<file path="src/rtl/count_date_pkg.sv">
// clock_pkg: shared definitions for the digital-clock date stage.
//   - field widths for day / month / year counters
//   - month number constants
//   - non-leap month lengths
//   - is_leap(): leap test valid for years 2000-2099 (yr = offset from 2000)
package clock_pkg;

  localparam int DAY_W = 5;
  localparam int MON_W = 4;
  localparam int YR_W  = 7;

  localparam logic [MON_W-1:0] MON_JAN = 4'd1;
  localparam logic [MON_W-1:0] MON_FEB = 4'd2;
  localparam logic [MON_W-1:0] MON_MAR = 4'd3;
  localparam logic [MON_W-1:0] MON_APR = 4'd4;
  localparam logic [MON_W-1:0] MON_MAY = 4'd5;
  localparam logic [MON_W-1:0] MON_JUN = 4'd6;
  localparam logic [MON_W-1:0] MON_JUL = 4'd7;
  localparam logic [MON_W-1:0] MON_AUG = 4'd8;
  localparam logic [MON_W-1:0] MON_SEP = 4'd9;
  localparam logic [MON_W-1:0] MON_OCT = 4'd10;
  localparam logic [MON_W-1:0] MON_NOV = 4'd11;
  localparam logic [MON_W-1:0] MON_DEC = 4'd12;

  // Index 0 = January. February holds the non-leap length.
  localparam logic [DAY_W-1:0] MON_LEN [12] = '{
    5'd31, 5'd28, 5'd31, 5'd30, 5'd31, 5'd30,
    5'd31, 5'd31, 5'd30, 5'd31, 5'd30, 5'd31
  };

  // Within 2000-2099 every year divisible by 4 is a leap year (2000 included).
  function automatic logic is_leap(input logic [YR_W-1:0] yr);
    return (yr[1:0] == 2'b00);
  endfunction

endpackage

</file>
<file path="src/rtl/count_date_if.sv">
// count_date_if: day-carry input, date outputs and month/year carries of the
// calendar stage.
//   master : upstream/downstream side (drives pulse_d, reads the date)
//   slave  : count_date itself
// With COUNT_DATE_LOAD_EN defined the interface also carries the load port
// (ld_en, ld_day, ld_mon, ld_yr).
interface count_date_if;
  import clock_pkg::*;

  logic             pulse_d;
  logic [DAY_W-1:0] cnt_day;
  logic [MON_W-1:0] cnt_mon;
  logic [YR_W-1:0]  cnt_yr;
  logic             pulse_m;
  logic             pulse_y;
`ifdef COUNT_DATE_LOAD_EN
  logic             ld_en;
  logic [DAY_W-1:0] ld_day;
  logic [MON_W-1:0] ld_mon;
  logic [YR_W-1:0]  ld_yr;
`endif

  modport master (
    output pulse_d,
`ifdef COUNT_DATE_LOAD_EN
    output ld_en, ld_day, ld_mon, ld_yr,
`endif
    input  cnt_day, cnt_mon, cnt_yr, pulse_m, pulse_y
  );

  modport slave (
    input  pulse_d,
`ifdef COUNT_DATE_LOAD_EN
    input  ld_en, ld_day, ld_mon, ld_yr,
`endif
    output cnt_day, cnt_mon, cnt_yr, pulse_m, pulse_y
  );

endinterface

</file>
<file path="src/rtl/count_date_days_in_month.sv">
// days_in_month: combinational month-length lookup.
//   mon : month 1-12 (anything else yields 31, which never matters because
//         the caller treats an illegal month separately)
//   yr  : year offset from 2000, used for the February leap adjustment
//   dim : number of days in that month
module days_in_month
  import clock_pkg::*;
(
  input  logic [MON_W-1:0] mon,
  input  logic [YR_W-1:0]  yr,
  output logic [DAY_W-1:0] dim
);

  logic [MON_W-1:0] idx;

  always_comb begin
    idx = mon - MON_JAN;
    dim = 5'd31;
    if (mon >= MON_JAN && mon <= MON_DEC) begin
      dim = MON_LEN[idx];
      if (mon == MON_FEB && is_leap(yr)) begin
        dim = 5'd29;
      end
    end
  end

endmodule

</file>
<file path="src/rtl/count_date.sv">
// count_date: day / month / year calendar stage (years 2000-2099).
//   clk     : system clock, rising edge
//   set_d   : synchronous active-high reset -> Jan 1, year YEAR_INIT
//   bus     : count_date_if.slave
//             pulse_d  - day carry, one increment per high cycle
//             cnt_day  - day of month 1-31
//             cnt_mon  - month 1-12
//             cnt_yr   - year offset from 2000, 0..YEAR_MAX
//             pulse_m  - registered month carry (day rolled to 1)
//             pulse_y  - registered year carry (Dec 31 -> Jan 1)
// Optional build macro COUNT_DATE_LOAD_EN adds a validated date load
// (ld_en/ld_day/ld_mon/ld_yr); priority set_d > ld_en > pulse_d.
module count_date
  import clock_pkg::*;
#(
  parameter int YEAR_INIT = 24,
  parameter int YEAR_MAX  = 99
) (
  input  logic clk,
  input  logic set_d,
  count_date_if.slave bus
);

  localparam logic [YR_W-1:0] YR_INIT_L = YR_W'(YEAR_INIT);
  localparam logic [YR_W-1:0] YR_MAX_L  = YR_W'(YEAR_MAX);

  logic [DAY_W-1:0] day_reg, day_next;
  logic [MON_W-1:0] mon_reg, mon_next;
  logic [YR_W-1:0]  yr_reg,  yr_next;
  logic             pm_reg,  pm_next;
  logic             py_reg,  py_next;

  logic [DAY_W-1:0] dim_cur;
  logic             mon_ok;

  days_in_month u_dim_cur (
    .mon (mon_reg),
    .yr  (yr_reg),
    .dim (dim_cur)
  );

`ifdef COUNT_DATE_LOAD_EN
  logic [DAY_W-1:0] dim_ld;
  logic             ld_ok;
  logic [DAY_W-1:0] ld_day_fix;

  days_in_month u_dim_ld (
    .mon (bus.ld_mon),
    .yr  (bus.ld_yr),
    .dim (dim_ld)
  );

  always_comb begin
    ld_ok = (bus.ld_mon >= MON_JAN) && (bus.ld_mon <= MON_DEC) &&
            (bus.ld_yr <= YR_MAX_L);
    if (bus.ld_day == '0) begin
      ld_day_fix = DAY_W'(1);
    end else if (bus.ld_day > dim_ld) begin
      ld_day_fix = dim_ld;
    end else begin
      ld_day_fix = bus.ld_day;
    end
  end
`endif

  assign mon_ok = (mon_reg >= MON_JAN) && (mon_reg <= MON_DEC);

  always_comb begin
    day_next = day_reg;
    mon_next = mon_reg;
    yr_next  = yr_reg;
    pm_next  = 1'b0;
    py_next  = 1'b0;
`ifdef COUNT_DATE_LOAD_EN
    if (bus.ld_en) begin
      // A rejected load still swallows a coincident day pulse.
      if (ld_ok) begin
        day_next = ld_day_fix;
        mon_next = bus.ld_mon;
        yr_next  = bus.ld_yr;
      end
    end else
`endif
    if (bus.pulse_d) begin
      if (mon_ok && day_reg < dim_cur) begin
        day_next = day_reg + DAY_W'(1);
      end else begin
        // Month rollover; also the recovery path for day > dim or bad month.
        day_next = DAY_W'(1);
        pm_next  = 1'b1;
        if (!mon_ok) begin
          mon_next = MON_JAN;
        end else if (mon_reg == MON_DEC) begin
          mon_next = MON_JAN;
          py_next  = 1'b1;
          yr_next  = (yr_reg >= YR_MAX_L) ? '0 : yr_reg + YR_W'(1);
        end else begin
          mon_next = mon_reg + MON_W'(1);
        end
      end
    end
  end

  always_ff @(posedge clk) begin
    if (set_d) begin
      day_reg <= DAY_W'(1);
      mon_reg <= MON_JAN;
      yr_reg  <= YR_INIT_L;
      pm_reg  <= 1'b0;
      py_reg  <= 1'b0;
    end else begin
      day_reg <= day_next;
      mon_reg <= mon_next;
      yr_reg  <= yr_next;
      pm_reg  <= pm_next;
      py_reg  <= py_next;
    end
  end

  assign bus.cnt_day = day_reg;
  assign bus.cnt_mon = mon_reg;
  assign bus.cnt_yr  = yr_reg;
  assign bus.pulse_m = pm_reg;
  assign bus.pulse_y = py_reg;

endmodule

</file>
<file path="src/flat_wrapper.sv">
// flat-port wrapper written by rule: the top's interface ports become plain ports
module count_date_flat import clock_pkg::*;
#(
  parameter int YEAR_INIT = 24,
  parameter int YEAR_MAX  = 99
)
  (clk, set_d, bus_pulse_d, bus_cnt_day, bus_cnt_mon, bus_cnt_yr, bus_pulse_m, bus_pulse_y);
  count_date_if bus_i ();
  input  logic clk;
  input  logic set_d;
  input wire logic [$bits(bus_i.pulse_d)-1:0] bus_pulse_d;
  output wire logic [$bits(bus_i.cnt_day)-1:0] bus_cnt_day;
  output wire logic [$bits(bus_i.cnt_mon)-1:0] bus_cnt_mon;
  output wire logic [$bits(bus_i.cnt_yr)-1:0] bus_cnt_yr;
  output wire logic [$bits(bus_i.pulse_m)-1:0] bus_pulse_m;
  output wire logic [$bits(bus_i.pulse_y)-1:0] bus_pulse_y;
  assign bus_i.pulse_d = bus_pulse_d;
  assign bus_cnt_day = bus_i.cnt_day;
  assign bus_cnt_mon = bus_i.cnt_mon;
  assign bus_cnt_yr = bus_i.cnt_yr;
  assign bus_pulse_m = bus_i.pulse_m;
  assign bus_pulse_y = bus_i.pulse_y;
  count_date #(.YEAR_INIT(YEAR_INIT), .YEAR_MAX(YEAR_MAX)) u_core (.clk(clk), .set_d(set_d), .bus(bus_i));
endmodule
</file>
<file path="config.mk">
export PLATFORM = sky130hd
export DESIGN_NAME = count_date_flat
export DESIGN_NICKNAME = d
export VERILOG_FILES = /design/src/rtl/count_date_pkg.sv /design/src/rtl/count_date_if.sv /design/src/rtl/count_date_days_in_month.sv /design/src/rtl/count_date.sv /design/src/flat_wrapper.sv
export SDC_FILE = /design/constraint.sdc
export NUM_CORES = 1
export LEC_CHECK = 0
export ABC_AREA = 1
export ABC_CLOCK_PERIOD_IN_PS = 3000
export BUFFER_PORTS_ARGS = -buffer_cell sky130_fd_sc_hd__buf_2
export CORE_ASPECT_RATIO = 1.4
export CORE_MARGIN = 8
export CORE_UTILIZATION = 50
export DETAILED_ROUTE_END_ITERATION = 7
export HOLD_SLACK_MARGIN = 0.03
export PLACE_DENSITY = 0.72
export SYNTH_ARGS = -nofsm -noshare
export SYNTH_HDL_FRONTEND = slang
export SYNTH_SLANG_ARGS = --single-unit
</file>
<file path="constraint.sdc">
create_clock -name clk -period 3 [get_ports clk]
set_input_delay 0.6 -clock clk [delete_from_list [all_inputs] [get_ports clk]]
set_output_delay 0.6 -clock clk [all_outputs]
set_load 0.01 [all_outputs]
</file>
# Yosys cells after proc, flatten, opt, wreduce, memory -nomap -nowiden
# Memories as Yosys holds them, arrays and structs flattened.
# Cells that the tools add are included.
op_classes:
  n_addsub: 4
  order_cmp: 5
  eq_ne: 2
  mux: 10
  n_bitwise: 4
  n_reduce_logical: 8
op_table:
  columns: ["operator", "n"]
  rows:
  - ["5-bit two-way mux", 5]
  - ["4-bit two-way mux", 2]
  - ["7-bit by 1-bit adder with 7-bit output, second input constant", 1]
  - ["7-bit greater-or-equal comparator, second input constant", 1]
  - ["7-bit two-way mux", 1]
  - ["5-bit by 1-bit adder with 5-bit output, second input constant", 1]
  - ["5-bit greater-or-equal comparator, second input constant", 1]
  - ["5-bit < comparator", 1]
  - ["4-bit NOT with 5-bit output", 1]
  - ["4-bit by 1-bit adder with 4-bit output, second input constant", 1]
  - ["4-bit by 2-bit == test with 1-bit output, second input constant", 1]
  - ["4-bit == test, second input constant", 1]
  - ["4-bit by 1-bit greater-or-equal comparator with 1-bit output, second input constant", 1]
  - ["4-bit less-or-equal comparator, second input constant", 1]
  - ["4-bit AND reduction", 1]
  - ["4-bit OR reduction", 1]
  - ["4-bit by 1-bit subtractor with 4-bit output, second input constant", 1]
  - ["1-bit logical AND", 3]
  - ["1-bit NOT", 3]
  - ["2-bit logical NOT", 1]
  - ["1-bit two-way mux", 2]
  - ["2-bit AND reduction", 1]
  - ["2-bit OR reduction", 1]
totals:
  reg_bits: 18
  romBits: 80
  in_bits: 3
  output_inout_bits: 18
  wordCells: 39
  n_memories: 1
mem_list:
  columns: ["name", "depth", "width", "rd", "rd_clocked_by_memory_dff", "wr", "line", "source"]
  rows:
  - ["(no name shown)", 16, 5, 1, 0, 0, "count_date_days_in_month.sv:20", "dim = MON_LEN[idx];"]

# Depth between registers and ports, before layout
logic_depth:
  ltp_word: 11
  ltp_mapped: 16
  ltp_nobuf: 16

# Cells and area by module
# From an unflattened synthesis, not the netlist that was laid out.
hier_totals:
  cells_unflattened: 178
  area_unflattened_um2: 1212.4
by_module_without_submodules:
  columns: ["mod", "n_inst", "cells_each", "area_each_um2", "seq_area_each_um2"]
  rows:
  - ["count_date", 1, 161, 1132.3, 360.3]
  - ["days_in_month", 1, 17, 80.1, 0.0]

# Worst setup path after synthesis
# Ideal clock, no wire load.
synth_timing:
  path_kind: "register -> register"
  startpoint: "reg u_core.mon_reg[0] (netlist: u_core.bus.cnt_mon[0])"
  endpoint: "reg u_core.day_reg[0] (netlist: u_core.bus.cnt_day[0])"
  setup_time_ns: 0.129
  arrival_ns: 2.202
  required_time_ns: 2.871
  setup_slack_ns: 0.669
  stages_incl_launch_ff: 16
  n_path_buf: 1
  period_less_slack_ns: 2.331
  cell_sequence: "dfxtp_1 inv_1 ha_1 inv_1 nor2_1 a21oi_4 inv_1 a21oi_1 ha_1 nand2_1 nor2_1 nand2_2 nand3_4 buf_8 o21ai_1 o211ai_1"
synth_between:
  elab_chain_cells: 10
  word_cells_on_any_way: 15
  cone_classes: "add/sub: 1; order compare: 3; eq/ne: 1; mux: 5; bitwise: 1; reduce/logical: 3; memory: 1"
synth_lines:
  columns: ["element", "line", "source"]
  rows:
  - ["start: declaration", "count_date.sv:28", "logic [MON_W-1:0] mon_reg, mon_next;"]
  - ["start signal: assignment", "count_date.sv:113", "mon_reg <= mon_next;"]
  - ["4-bit by 1-bit subtractor with 4-bit output", "count_date_days_in_month.sv:17", "idx = mon - MON_JAN;"]
  - ["4-bit NOT with 5-bit output (implied by the code)", "count_date_days_in_month.sv:20", null]
  - ["memory read 16 x 5 bit", null, null]
  - ["5-bit two-way mux (implied by the code) (2 in a row)", "count_date_days_in_month.sv:20", null]
  - ["5-bit two-way mux", "count_date_days_in_month.sv:21", "if (mon == MON_FEB && is_leap(yr)) begin"]
  - ["5-bit two-way mux", "count_date_days_in_month.sv:19", "if (mon >= MON_JAN && mon <= MON_DEC) begin"]
  - ["5-bit < comparator", "count_date.sv:85", "if (mon_ok && day_reg < dim_cur) begin"]
  - ["1-bit logical AND *", "count_date.sv:85", null]
  - ["5-bit two-way mux *", "count_date.sv:85", null]
  - ["end signal: assignment", "count_date.sv:112", "day_reg <= day_next;"]
  - ["end: declaration", "count_date.sv:27", "logic [DAY_W-1:0] day_reg, day_next;"]
# Mark *: on every way between the ends. The rest lies on a longest branch, timed or not. The select of a mux whose other input is x is not followed.
# A chain may end at the register's enable or synchronous reset.

# Worst setup path after layout
layout_timing:
  startpoint: "reg u_core.mon_reg[0] (netlist: u_core.bus.cnt_mon[0])"
  endpoint: "reg u_core.pm_reg (netlist: u_core.bus.pulse_m)"
layout_between:
  elab_chain_cells: 10
  word_cells_on_any_way: 15
  cone_classes: "add/sub: 1; order compare: 3; eq/ne: 1; mux: 5; bitwise: 1; reduce/logical: 3; memory: 1"
layout_lines:
  columns: ["element", "line", "source"]
  rows:
  - ["4-bit by 1-bit subtractor with 4-bit output", "count_date_days_in_month.sv:17", null]
  - ["4-bit NOT with 5-bit output (implied by the code)", "count_date_days_in_month.sv:20", null]
  - ["memory read 16 x 5 bit", null, null]
  - ["5-bit two-way mux (implied by the code) (2 in a row)", "count_date_days_in_month.sv:20", null]
  - ["5-bit two-way mux", "count_date_days_in_month.sv:21", null]
  - ["5-bit two-way mux", "count_date_days_in_month.sv:19", null]
  - ["5-bit < comparator", "count_date.sv:85", null]
  - ["1-bit logical AND *", "count_date.sv:85", null]
  - ["1-bit two-way mux *", "count_date.sv:85", null]
  - ["end signal: assignment", "count_date.sv:115", "pm_reg <= pm_next;"]
  - ["end: declaration", "count_date.sv:30", "logic pm_reg, pm_next;"]
# Marked as above.

==> impl_metrics.py <==
metrics = {
    "floorplan": {
        "initial_utilization": 0.523,
        "rows": 21,
        "ios": 21,
        "die_area_um2": 4340,
        "core-area_um2": 2360,
        "die-height_um": 74.8,
        "die_width_um": 58.0,
    },
    "pwr": {
        "power.static_leakage_nw": 0.643,
        "irDropWorstVdd_mv": 0.238,
        "power_density_nw_per_um2": 296,
    },
    "timing": {
        "hold_viol": 0,
        "tightest_slew_ns": 0.484,
        "maxSlewViolCount": 0,
        "rsz0062_at_grt": "no",
        "fin_worst_skew_ns": 0.000712,
        "post-route-min-period_ns": 2.54,
        "setup_violations": 0,
        "final_cycle_utilization_of_the_critical_path": 0.848,
        "finalSetupTns_ns": 0,
        "max_slew_margin": 0.677,
        "max_clock_freq_mhz": 393,
        "holdWs_ns": 0.513,
    },
    "setup_path": {
        "cp-startpoint": "u_core.bus.cnt_mon[0]$_SDFFE_PP1P_",
        "startpoint_type": "register",
        "slowest_stage": "sky130_fd_sc_hd__dfxtp_1",
        "worst_setup_path_end_kind": "register",
        "path_max_fanout": 15,
        "path_cells": "inv_1 -> ha_1 -> inv_1 -> nor2_1 -> a21oi_4 -> inv_1 -> a21oi_1 -> ha_1 -> nand2_1 -> nor2_1 -> nand2_2 -> nand3_4 -> nand2_2 -> inv_2 -> nand2_1 -> inv_1",
        "path_buf_inv": 5,
        "worstReg2RegStart": "u_core.bus.cnt_mon[0]$_SDFFE_PP1P_",
        "critical-path-top-delay-family": "simple AND/OR/NAND/NOR gates",
        "max_stage_delay_ns": 0.47,
        "timing.rr.end": "u_core.bus.pulse_m$_SDFF_PP0_",
        "worst_ep_arrival_time_ns": 2.75,
        "worstRegToRegCells": 16,
        "critical_path_cell_count": 16,
        "ff2ff_setup_slack_ns": 0.46,
        "critPathRequiredTime_ns": 3.21,
        "timing_worst_setup_path_type": "register to register",
        "critical_path.most_common_cell": "sky130_fd_sc_hd__inv_1",
        "crit_path_end": "u_core.bus.pulse_m$_SDFF_PP0_",
    },
    "place": {
        "place_congestion": 0.847,
        "place_hpwl_mm": 2.15,
        "dp_cells": 210,
        "count_of_buffers_from_port_buffering": 20,
    },
    "logic_synthesis": {
        "yosys-top-cells-count": "33 x sky130_fd_sc_hd__nand2_1, 24 x sky130_fd_sc_hd__inv_1, 18 x sky130_fd_sc_hd__dfxtp_1",
        "synth-main-ff-cell": "sky130_fd_sc_hd__dfxtp_1",
        "mappedNetlistNets": 186,
        "netlist_instances": 174,
        "synth_enable_flop_cells": 0,
        "yosys_register_bits": 18,
        "warnings_from_yosys": 0,
        "netlist.top_cell.by_area": "sky130_fd_sc_hd__dfxtp_1",
        "area_of_the_mapped_netlist_um2": 1240,
        "synth_sequential_area_ratio": 0.291,
        "synth_area_leaders": "sky130_fd_sc_hd__dfxtp_1 29%, sky130_fd_sc_hd__nand2_1 10%, sky130_fd_sc_hd__ha_1 9.1%",
        "library_cell_with_the_highest_instance_count_after_synthesis": "sky130_fd_sc_hd__nand2_1",
        "synth_top_area_share": 0.291,
        "yosysUniqueCellTypes": 27,
        "post_synth.cell_area_avg_um2": 7.10,
        "synthArstFlopShare": 0,
    },
    "clocking": {
        "cts_max_path_buffers": 2,
        "cts_hold_repair.buffers": 0,
        "clock_sinks": 18,
        "cts_max_level": 1,
        "cts.repair_timing.setup_buffer_count": 0,
        "number_of_buffers_created_by_cts": 3,
        "postCtsResizedCells": 0,
        "source_to_sink_clock_delay_at_the_later_pin_of_the_worst_skew_pair_ns": 0.30,
        "cts_tree": "done",
        "clkSlewWorstSetupHoldPaths_ns": 0.10,
        "cts.root.buffer_cell": "sky130_fd_sc_hd__clkbuf_4",
    },
    "finish": {
        "antennaDiodeCount": 0,
        "drive_above_1_share": 0.179,
        "layout_overhead_on_the_synthesized_area_pct": 7.69,
        "stdcell_count": 213,
        "nets": 204,
    },
    "min_path": {
        "holdPathStages": 2,
        "hold_path.class": "register to register",
    },
    "global_routing": {
        "grt_overflow": 0,
        "grt_start_max_net_pins": 19,
        "global_route_wire_length_before_repair_mm": 4.58,
        "number_of_antenna_violations_at_the_first_check_in_global_routing": 0,
        "grtUsageTotal": 0.133,
        "first_global_vias": 1075,
    },
    "routing": {
        "drt_first_pass_iters": 4,
        "via_per_inst": 5.38,
        "routed_vias": 1147,
        "detailed_route_wire_length_mm": 2.74,
        "routed_wire_length_per_instance_um": 12.8,
        "detail_route.drc_violations": 0,
        "drt-initial-drc-count": 32,
        "ant_nets": 0,
    },
    "outcome": {
        "run_status": "finished clean",
    },
    "job": {
        "drv_cap": 0,
    },
}
## cell usage in the layout, fill, tap and decap left out
master                      instances
sky130_fd_sc_hd__nand4_1           13
sky130_fd_sc_hd__a21oi_1           11
sky130_fd_sc_hd__o2111ai_1          1
sky130_fd_sc_hd__o211ai_1           2
sky130_fd_sc_hd__clkbuf_4           3
sky130_fd_sc_hd__ha_1               9
sky130_fd_sc_hd__inv_1             24
sky130_fd_sc_hd__nand3b_1           1
sky130_fd_sc_hd__nand3_1           15
sky130_fd_sc_hd__buf_2             20
sky130_fd_sc_hd__nor3b_1            1
sky130_fd_sc_hd__inv_2              2
sky130_fd_sc_hd__o21ai_0            3
sky130_fd_sc_hd__xor2_1             2
sky130_fd_sc_hd__nor2_1            14
sky130_fd_sc_hd__nand2_1           33
sky130_fd_sc_hd__nand3_4            2
sky130_fd_sc_hd__nor2_2             2
sky130_fd_sc_hd__nor2_4             1
sky130_fd_sc_hd__nor3_1             5
sky130_fd_sc_hd__nand2_2            3
sky130_fd_sc_hd__a21oi_4            1
sky130_fd_sc_hd__xnor2_1            3
sky130_fd_sc_hd__dfxtp_1           18
sky130_fd_sc_hd__o21ai_1            1
## layer usage
layer  wire [µm]  track usage  vias to the layer above
met1        1140        0.132                      518
met3          66       0.0205                        7
met5           0            0                        -
li1            -            -                      606
met2        1450        0.251                       16
met4          86       0.0847                        0
## logic make-up (layout without fill, tap and decap cells)
| logic type | after synthesis | after routing | synth area share |
|---|---|---|---|
| AOI/OAI and AO/OA | 19 | 19 | 0.0931 |
| xor gates and xnor gates | 5 | 5 | 0.0354 |
| adders and majority gates | 9 | 9 | 0.0911 |
| buffers and inverters | 33 | 49 | 0.124 |
| DFF | 18 | 18 | 0.292 |
| and+or+nand+nor | 90 | 90 | 0.364 |
## sequential cells by signal (all words and copies together) (netlist names)
| signal | flops |
|---|---|
| u_core.bus.cnt_day | 5 |
| u_core.bus.pulse_y | 1 |
| u_core.bus.cnt_mon | 4 |
| u_core.bus.cnt_yr | 7 |
| u_core.bus.pulse_m | 1 |
## where the power goes
part | switching [mW] | internal, mW | total [mW]
combinational | 0.0164 | 0.00823 | 0.0247
sequential | 0.00395 | 0.242 | 0.246
clock | 0.0762 | 0.0469 | 0.123
## worst reg2reg max path, stage by stage, from the launching register on
cell and delay, ns:
sky130_fd_sc_hd__dfxtp_1 0.47, sky130_fd_sc_hd__inv_1 0.18, sky130_fd_sc_hd__ha_1 0.26, sky130_fd_sc_hd__inv_1 0.09
sky130_fd_sc_hd__nor2_1 0.07, sky130_fd_sc_hd__a21oi_4 0.19, sky130_fd_sc_hd__inv_1 0.11, sky130_fd_sc_hd__a21oi_1 0.13
sky130_fd_sc_hd__ha_1 0.24, sky130_fd_sc_hd__nand2_1 0.07, sky130_fd_sc_hd__nor2_1 0.04, sky130_fd_sc_hd__nand2_2 0.08
sky130_fd_sc_hd__nand3_4 0.16, sky130_fd_sc_hd__nand2_2 0.18, sky130_fd_sc_hd__inv_2 0.08, sky130_fd_sc_hd__nand2_1 0.06
sky130_fd_sc_hd__inv_1 0.03
## per-stage QoR
| stage | setup WS [ns] | area [µm²] | power [mW] | util |
|---|---|---|---|---|
| finish | 0.457 | 1330 | 0.394 | 0.563 |
| global route | 0.241 | 1330 | 0.405 | 0.563 |
| detailed placement | 0.480 | 1310 | 0.277 | 0.553 |
| CTS | 0.456 | 1330 | 0.396 | 0.563 |
| floorplan | 0.669 | 1240 | 0.269 | - |
| global placement | 0.592 | 1310 | 0.276 | 0.553 |
## how the worst min path moves through the flow
stage	endpoint	from
after CTS	u_core.bus.cnt_yr[6]$_SDFFE_PP0P_	u_core.bus.cnt_yr[6]$_SDFFE_PP0P_
after floorplan	u_core.bus.cnt_yr[4]$_SDFFE_PP1P_	u_core.bus.cnt_yr[4]$_SDFFE_PP1P_
after global placement	u_core.bus.cnt_yr[6]$_SDFFE_PP0P_	u_core.bus.cnt_yr[6]$_SDFFE_PP0P_
final	u_core.bus.cnt_yr[6]$_SDFFE_PP0P_	u_core.bus.cnt_yr[6]$_SDFFE_PP0P_
after global routing	u_core.bus.cnt_yr[4]$_SDFFE_PP1P_	u_core.bus.cnt_yr[4]$_SDFFE_PP1P_
after detailed placement	u_core.bus.cnt_yr[4]$_SDFFE_PP1P_	u_core.bus.cnt_yr[4]$_SDFFE_PP1P_
## cell type report
| class | instances | area [µm²] |
|---|---|---|
| multi-input combinational | 123 | 722 |
| clock buffer | 3 | 22.5 |
| timing repair buffer | 20 | 100 |
| fill | 239 | 1030 |
| tap | 23 | 28.8 |
| inverter | 26 | 97.6 |
| sequential | 18 | 360 |
Note: power is estimated with default switching activity, not from simulation.
